### src/rtl/fp_vec_mul_seq.sv
// Sequential element-wise FP vector multiplier: reads operand pairs, drives an external
// combinational multiplier, writes results back and counts infinite products.
module fp_vec_mul_seq #(
    parameter int DEPTH = 4,
    parameter int AW    = 2
) (
    input  logic          clk,
    input  logic          rst,
    input  logic          start,
    input  logic          mode,
    input  logic [AW:0]   len,
    output logic          busy,
    output logic          done,
    output logic          rd_en,
    output logic [AW-1:0] rd_addr,
    input  logic [31:0]   rd_a,
    input  logic [31:0]   rd_b,
    output logic [31:0]   mul_a,
    output logic [31:0]   mul_b,
    output logic          mul_sel,
    input  logic [31:0]   mul_product,
    output logic          wr_en,
    output logic [AW-1:0] wr_addr,
    output logic [31:0]   wr_data,
    output logic [AW:0]   inf_cnt
);

    typedef enum logic [2:0] {IDLE, READ, MUL, WRITE, DONE} state_t;

    localparam logic [AW:0] DEPTH_L = (AW+1)'(DEPTH);
    localparam logic [AW:0] ONE     = (AW+1)'(1);

    state_t      state, state_nxt;
    logic [AW:0] idx;
    logic [AW:0] len_q;
    logic        mode_q;
    logic        last_elem;

    function automatic logic [AW:0] clamp_len(input logic [AW:0] l);
        return (l > DEPTH_L) ? DEPTH_L : l;
    endfunction

    // Binary16 operands and results live in the low half with the upper half zeroed.
    function automatic logic [31:0] fmt_word(input logic half, input logic [31:0] w);
        return half ? {16'b0, w[15:0]} : w;
    endfunction

    function automatic logic is_inf(input logic half, input logic [31:0] p);
        return half ? (&p[14:10]) : (&p[30:23]);
    endfunction

    assign last_elem = ((idx + ONE) == len_q);
    assign mul_sel   = mode_q;

    always_comb begin
        state_nxt = state;
        busy      = (state != IDLE);
        done      = (state == DONE);
        rd_en     = (state == READ);
        wr_en     = (state == WRITE);
        rd_addr   = '0;
        wr_addr   = '0;
        wr_data   = '0;
        case (state)
            IDLE: begin
                if (start) state_nxt = (len != '0) ? READ : DONE;
            end
            READ: begin
                rd_addr   = idx[AW-1:0];
                state_nxt = MUL;
            end
            MUL: state_nxt = WRITE;
            WRITE: begin
                wr_addr   = idx[AW-1:0];
                wr_data   = fmt_word(mode_q, mul_product);
                state_nxt = last_elem ? DONE : READ;
            end
            DONE: state_nxt = IDLE;
            default: state_nxt = IDLE;
        endcase
    end

    always_ff @(posedge clk) begin
        if (rst) begin
            state   <= IDLE;
            idx     <= '0;
            len_q   <= '0;
            mode_q  <= 1'b0;
            mul_a   <= '0;
            mul_b   <= '0;
            inf_cnt <= '0;
        end else begin
            state <= state_nxt;
            case (state)
                IDLE: begin
                    if (start) begin
                        idx     <= '0;
                        inf_cnt <= '0;
                        mode_q  <= mode;
                        len_q   <= clamp_len(len);
                    end
                end
                // rd_a/rd_b are valid here, one cycle after the READ request.
                MUL: begin
                    mul_a <= fmt_word(mode_q, rd_a);
                    mul_b <= fmt_word(mode_q, rd_b);
                end
                WRITE: begin
                    idx <= idx + ONE;
                    if (is_inf(mode_q, mul_product)) inf_cnt <= inf_cnt + ONE;
                end
                default: ;
            endcase
        end
    end

endmodule

### config.mk
export PLATFORM = sky130hd
export DESIGN_NAME = fp_vec_mul_seq
export DESIGN_NICKNAME = d
export VERILOG_FILES = /design/src/rtl/fp_vec_mul_seq.sv
export SDC_FILE = /design/constraint.sdc
export NUM_CORES = 1
export LEC_CHECK = 0
export BUFFER_PORTS_ARGS = -buffer_cell sky130_fd_sc_hd__buf_4
export CORE_MARGIN = 5
export CORE_UTILIZATION = 43
export CTS_CLUSTER_DIAMETER = 150
export DETAILED_ROUTE_END_ITERATION = 8
export PLACE_DENSITY = 0.81
export SYNTH_ARGS = -nofsm -noshare
export SYNTH_HDL_FRONTEND = slang
export SYNTH_SLANG_ARGS = --single-unit
### constraint.sdc
create_clock -name clk -period 1.65 [get_ports clk]
set_input_delay 0 -clock clk [delete_from_list [all_inputs] [get_ports clk]]
set_output_delay 0 -clock clk [all_outputs]
set_load 0.02 [all_outputs]
# ---- Yosys cells after proc, flatten, opt, wreduce, memory -nomap -nowiden
# Index checks and enable logic that the tools add are counted.
dict set report word_totals {
  regBits 77
  inputBits 103
}
dict set report op_classes {
  add_sub_neg 2
  order_cmp 1
  n_eq_ne 7
  mux 16
  reduce_logical 9
}
# cell count
set ops {}
lappend ops {{$mux 32} 4}
lappend ops {{$mux 3} 6}
lappend ops {{$pmux 3 s2} 2}
lappend ops {{$pmux 3 s4} 1}
lappend ops {{$reduce_and 8->1} 1}
lappend ops {{$add 3x1->3 const B} 2}
lappend ops {{$eq 3x2->1 const B} 2}
lappend ops {{$reduce_bool 3->1} 2}
lappend ops {{$reduce_and 5->1} 1}
lappend ops {{$mux 2} 2}
lappend ops {{$reduce_and 2->1} 2}
lappend ops {{$eq 3x1->1 const B} 1}
lappend ops {{$eq 3x3->1} 1}
lappend ops {{$eq 3x3->1 const B} 1}
lappend ops {{$gt 3x3->1 const B} 1}
lappend ops {{$logic_not 3->1} 1}
lappend ops {{$reduce_and 3->1} 1}
lappend ops {{$ne 2x1->1 const B} 1}
lappend ops {{$ne 2x2->1 const B} 1}
lappend ops {{$reduce_bool 2->1} 1}
lappend ops {{$mux 1} 1}

# ---- Longest topological paths before layout
dict set report depth {
  depth_word 4
  mapped_depth 7
  ltp_nobuf 5
}

# ---- Worst setup path before layout
# OpenSTA, ideal clock, no wires.
dict set report synth_path {
  path_type {flip-flop to output port}
  from {reg state[0]}
  to {out rd_addr[0]}
  arrival_time_ns 1.451
  path_slack_ns 0.199
  stages_incl_launch_ff 4
  n_path_buf 1
  path_cell_list {dfxtp_1 > buf_4 > nor3b_1 > and2_1}
}
dict set report synth_via {
  elab_chain_cells 2
}
# element line_no
set synth_rtl {}
lappend synth_rtl {{from (decl)} 33} ;# state_t state, state_nxt;
lappend synth_rtl {{from (signal assigned)} 93} ;# state <= state_nxt;
lappend synth_rtl {{$eq 3x1->1} n/a}
lappend synth_rtl {{via rd_en} 14} ;# output logic rd_en,
lappend synth_rtl {{$mux 2} 64} ;# case (state)
lappend synth_rtl {{to (decl)} 15} ;# output logic [AW-1:0] rd_addr,
# The timed path passes the listed nets, and every way through them passes these cells.

# ---- Worst setup path in the final report
dict set report layout_path {
  from {reg state[2]}
  to {out wr_data[10]}
}
dict set report layout_via {
  elab_chain_cells 2
}
# element line_no
set layout_rtl {}
lappend layout_rtl {{$eq 3x2->1} 64}
lappend layout_rtl {{$mux 32} 64}
lappend layout_rtl {{to (decl)} 24} ;# output logic [31:0] wr_data,
# Every way passes these cells.

==> metrics.txt <==
status finished clean; via count 3979; CP Class flip-flop to primary output; register area share after synthesis around 46%; Setup crit end kind primary output; core area 0.007687 mm²; Synth Register Bits 77; area leader, netlist dfxtp_1; filler cell count in the final layout 523; initial antenna violation count 0; ant diodes 0; Iter 0 DRT Violations around 130; largest net degree at the start of global routing 30; R2R Path Start mul_sel; Port-buffer cells 210; CTS sink count 77; IO Pins about 210; worst endpoint data arrival time roughly 1500 ps; root buffer cell clkbuf_8; vias per cell between 5 and 6; design area roughly 0.006 mm²; slowest CP cell dfxtp_2; Routed wire per std cell 16.35 µm; Worst slew margin 71.62%; Post-synth EDFFs 0; final setup margin 116.5 ps; Design Power between 4 and 5 mW; Ys Warns 0; CTS Buffer Depth 2; total grt overflow 0; critical-path cell list nand3b_4 -> inv_6 -> and2_1 -> buf_4; Mapped Nets 511; leakage 2.624 nW; vias in the first global route 4086; final clock skew roughly 7.5 ps; MaxCap Viol Count 0; Syn-to-layout area delta 75.03%; share of the synthesized area in the top cell type 45.65%; Die Height 98.62 µm; WHS 61.01 ps; worst hold path type input port to flip-flop; Crit Path Max Fanout 23; slew at the pin with the worst max-slew slack between 400 and 500 ps; total global-route track usage around 25%; Worst EP required 1650 ps; die area around 0.01 mm²; die width 98.62 µm; ANT nets after route 0; RSZ-0062 raised after global routing no; Final Hold Viols 0; later-pin clock latency in the skew report 340 ps; Post-Route Setup TNS 0 ps; dpl ws 219.2 ps; Final HPWL DP 8.488 mm; fin crit period approximately 1500 ps; Mapped Avg Cell Area 8.318 µm²; CTS Buf Count 9; dominant synthesized flop cell dfxtp_1; pwr dens 801.4 mW/mm²; first-pass GRT wire length around 20 mm; CTS tree yes; synth top area cells dfxtp_1 46%, nand2_1 12%, a21oi_1 11%; Cell Area, Synth 0.003377 mm²; share of layout cells above drive strength 1 36.84%; slowest stage delay, CP 380 ps; GPL Wtd Cong approximately 0.82; pins over their slew limit 0; Initial Util 43.93%; peak supply drop approximately 0.53 mV; DRC 0; share of synthesized registers carrying an async set or reset 0%; CTS H-tree lvls 3; Nets 784; Total Wirelength 12.85 mm; Post-CTS Repair Setup Buffers 0; Setup crit start state[2]; Startpoint Class flip-flop; Detailed Routing Iterations Pass 1 4; Post-DP Area 0.005034 mm²; clk slew on worst S/H paths 80 ps; num rows 32; worst hold start rst; Syn Inst Count 406; Max Fclk 652.1 MHz; final setup vio count 0; Unique masters post-synth 36; period utilization 92.94%
[final timing paths]
| kind | slack, ps | cells past startpoint | endpoint |
|---|---|---|---|
| min reg2reg | 460 | 2 | mul_b[26] |
| max reg2reg | 220 | 4 | inf_cnt[0] |
| min | 60 | 2 | mul_a[28] |
| max | 120 | 4 | wr_data[10] |
[through the flow]
stage	instances	util, %
2_1_floorplan	406	-
3_3_place_gp	701	65.48
3_5_place_dp	701	65.48
4_1_cts	785	76.66
5_1_grt	786	76.89
6_report	786	76.89
[registers in the layout (all words and copies together) (netlist names)]
signal	cells
mul_a	32
mul_b	32
idx	3
inf_cnt	3
len_q	3
state	3
mul_sel	1
[critical path, delay by kind of cell (launching register included)]
kind | cells | cell delay (ps)
AND/OR/NAND/NOR | 2 | 470
buffers and inverters | 2 | 340
flip-flops | 1 | 380
[cell usage after synthesis (3+ instances only)]
cell type,n
o21ai_0,3
clkbuf_1,13
buf_2,6
nor4_1,3
buf_6,5
and2_1,36
nand3b_1,37
nor3b_1,3
nor3_1,5
dfxtp_1,77
nand3_1,3
xnor2_1,5
buf_8,4
nand2_1,108
a21oi_1,71
[per-layer routing]
layer | part of all wire (%) | global-route usage, % | up-vias
met5 | 0 | 0 | -
met4 | 3.5 | 11.76 | 0
met3 | 5.8 | 6.794 | 40
met2 | 54 | 47.79 | 161
met1 | 36 | 24.97 | 1874
li1 | - | - | 1904
[cell usage in the layout, fill, tap and decap left out, types with 2 or more instances in the layout]
cell	n
clkinv_2	4
inv_1	2
nand3b_1	37
buf_12	5
nand4_1	2
clkinvlp_4	3
nand3_1	3
nor4_1	3
nand2_1	108
nor2_1	2
dfxtp_1	74
nor3b_1	2
and2_1	36
nor3_1	5
ha_1	2
a21oi_1	71
o21ai_0	3
o41ai_1	2
nor2_4	2
xnor2_1	5
clkbuf_8	9
buf_4	218
dlygate4sd3_1	68
dfxtp_2	3
[where the power goes]
part,internal [mW],switching [mW]
sequential,2.00,0.0950
combinational,0.698,0.718
clock,0.534,0.695
[what timing repair did]
| item | CTS | global route |
|---|---|---|
| pin swaps | 0 | 1 |
| hold endpoints to repair | 68 | 0 |
| hold buffers | 68 | 0 |
| setup endpoints to repair | 22 | 36 |
| gates resized for setup | 3 | 5 |
| cloned | 0 | 1 |
[area by class of cell]
type / instances / area (µm²) / area share (%)
inverters: 3 / 16.27 / 0.2752
well taps: 102 / 127.6 / 2.159
clock inverters: 7 / 42.54 / 0.7197
clock buffers: 9 / 123.9 / 2.096
flip-flops and latches: 77 / 1545 / 26.14
multi-input cells: 297 / 1638 / 27.71
repair buffers: 291 / 2417 / 40.90
[logic make-up (layout without fill, tap and decap cells)]
| kind of cell | after synthesis | count (layout) | share of synthesized area [%] |
|---|---|---|---|
| adder cells (fa/ha/maj) | 2 | 2 | 0.7409 |
| AND/OR/NAND/NOR | 208 | 209 | 33.09 |
| AO/OA/AOI/OAI | 80 | 80 | 12.49 |
| buffers and inverters | 33 | 310 | 6.484 |
| flip-flops | 77 | 77 | 45.65 |
| XOR/XNOR | 6 | 6 | 1.556 |
No activity file was read; power rests on OpenSTA's default activity.
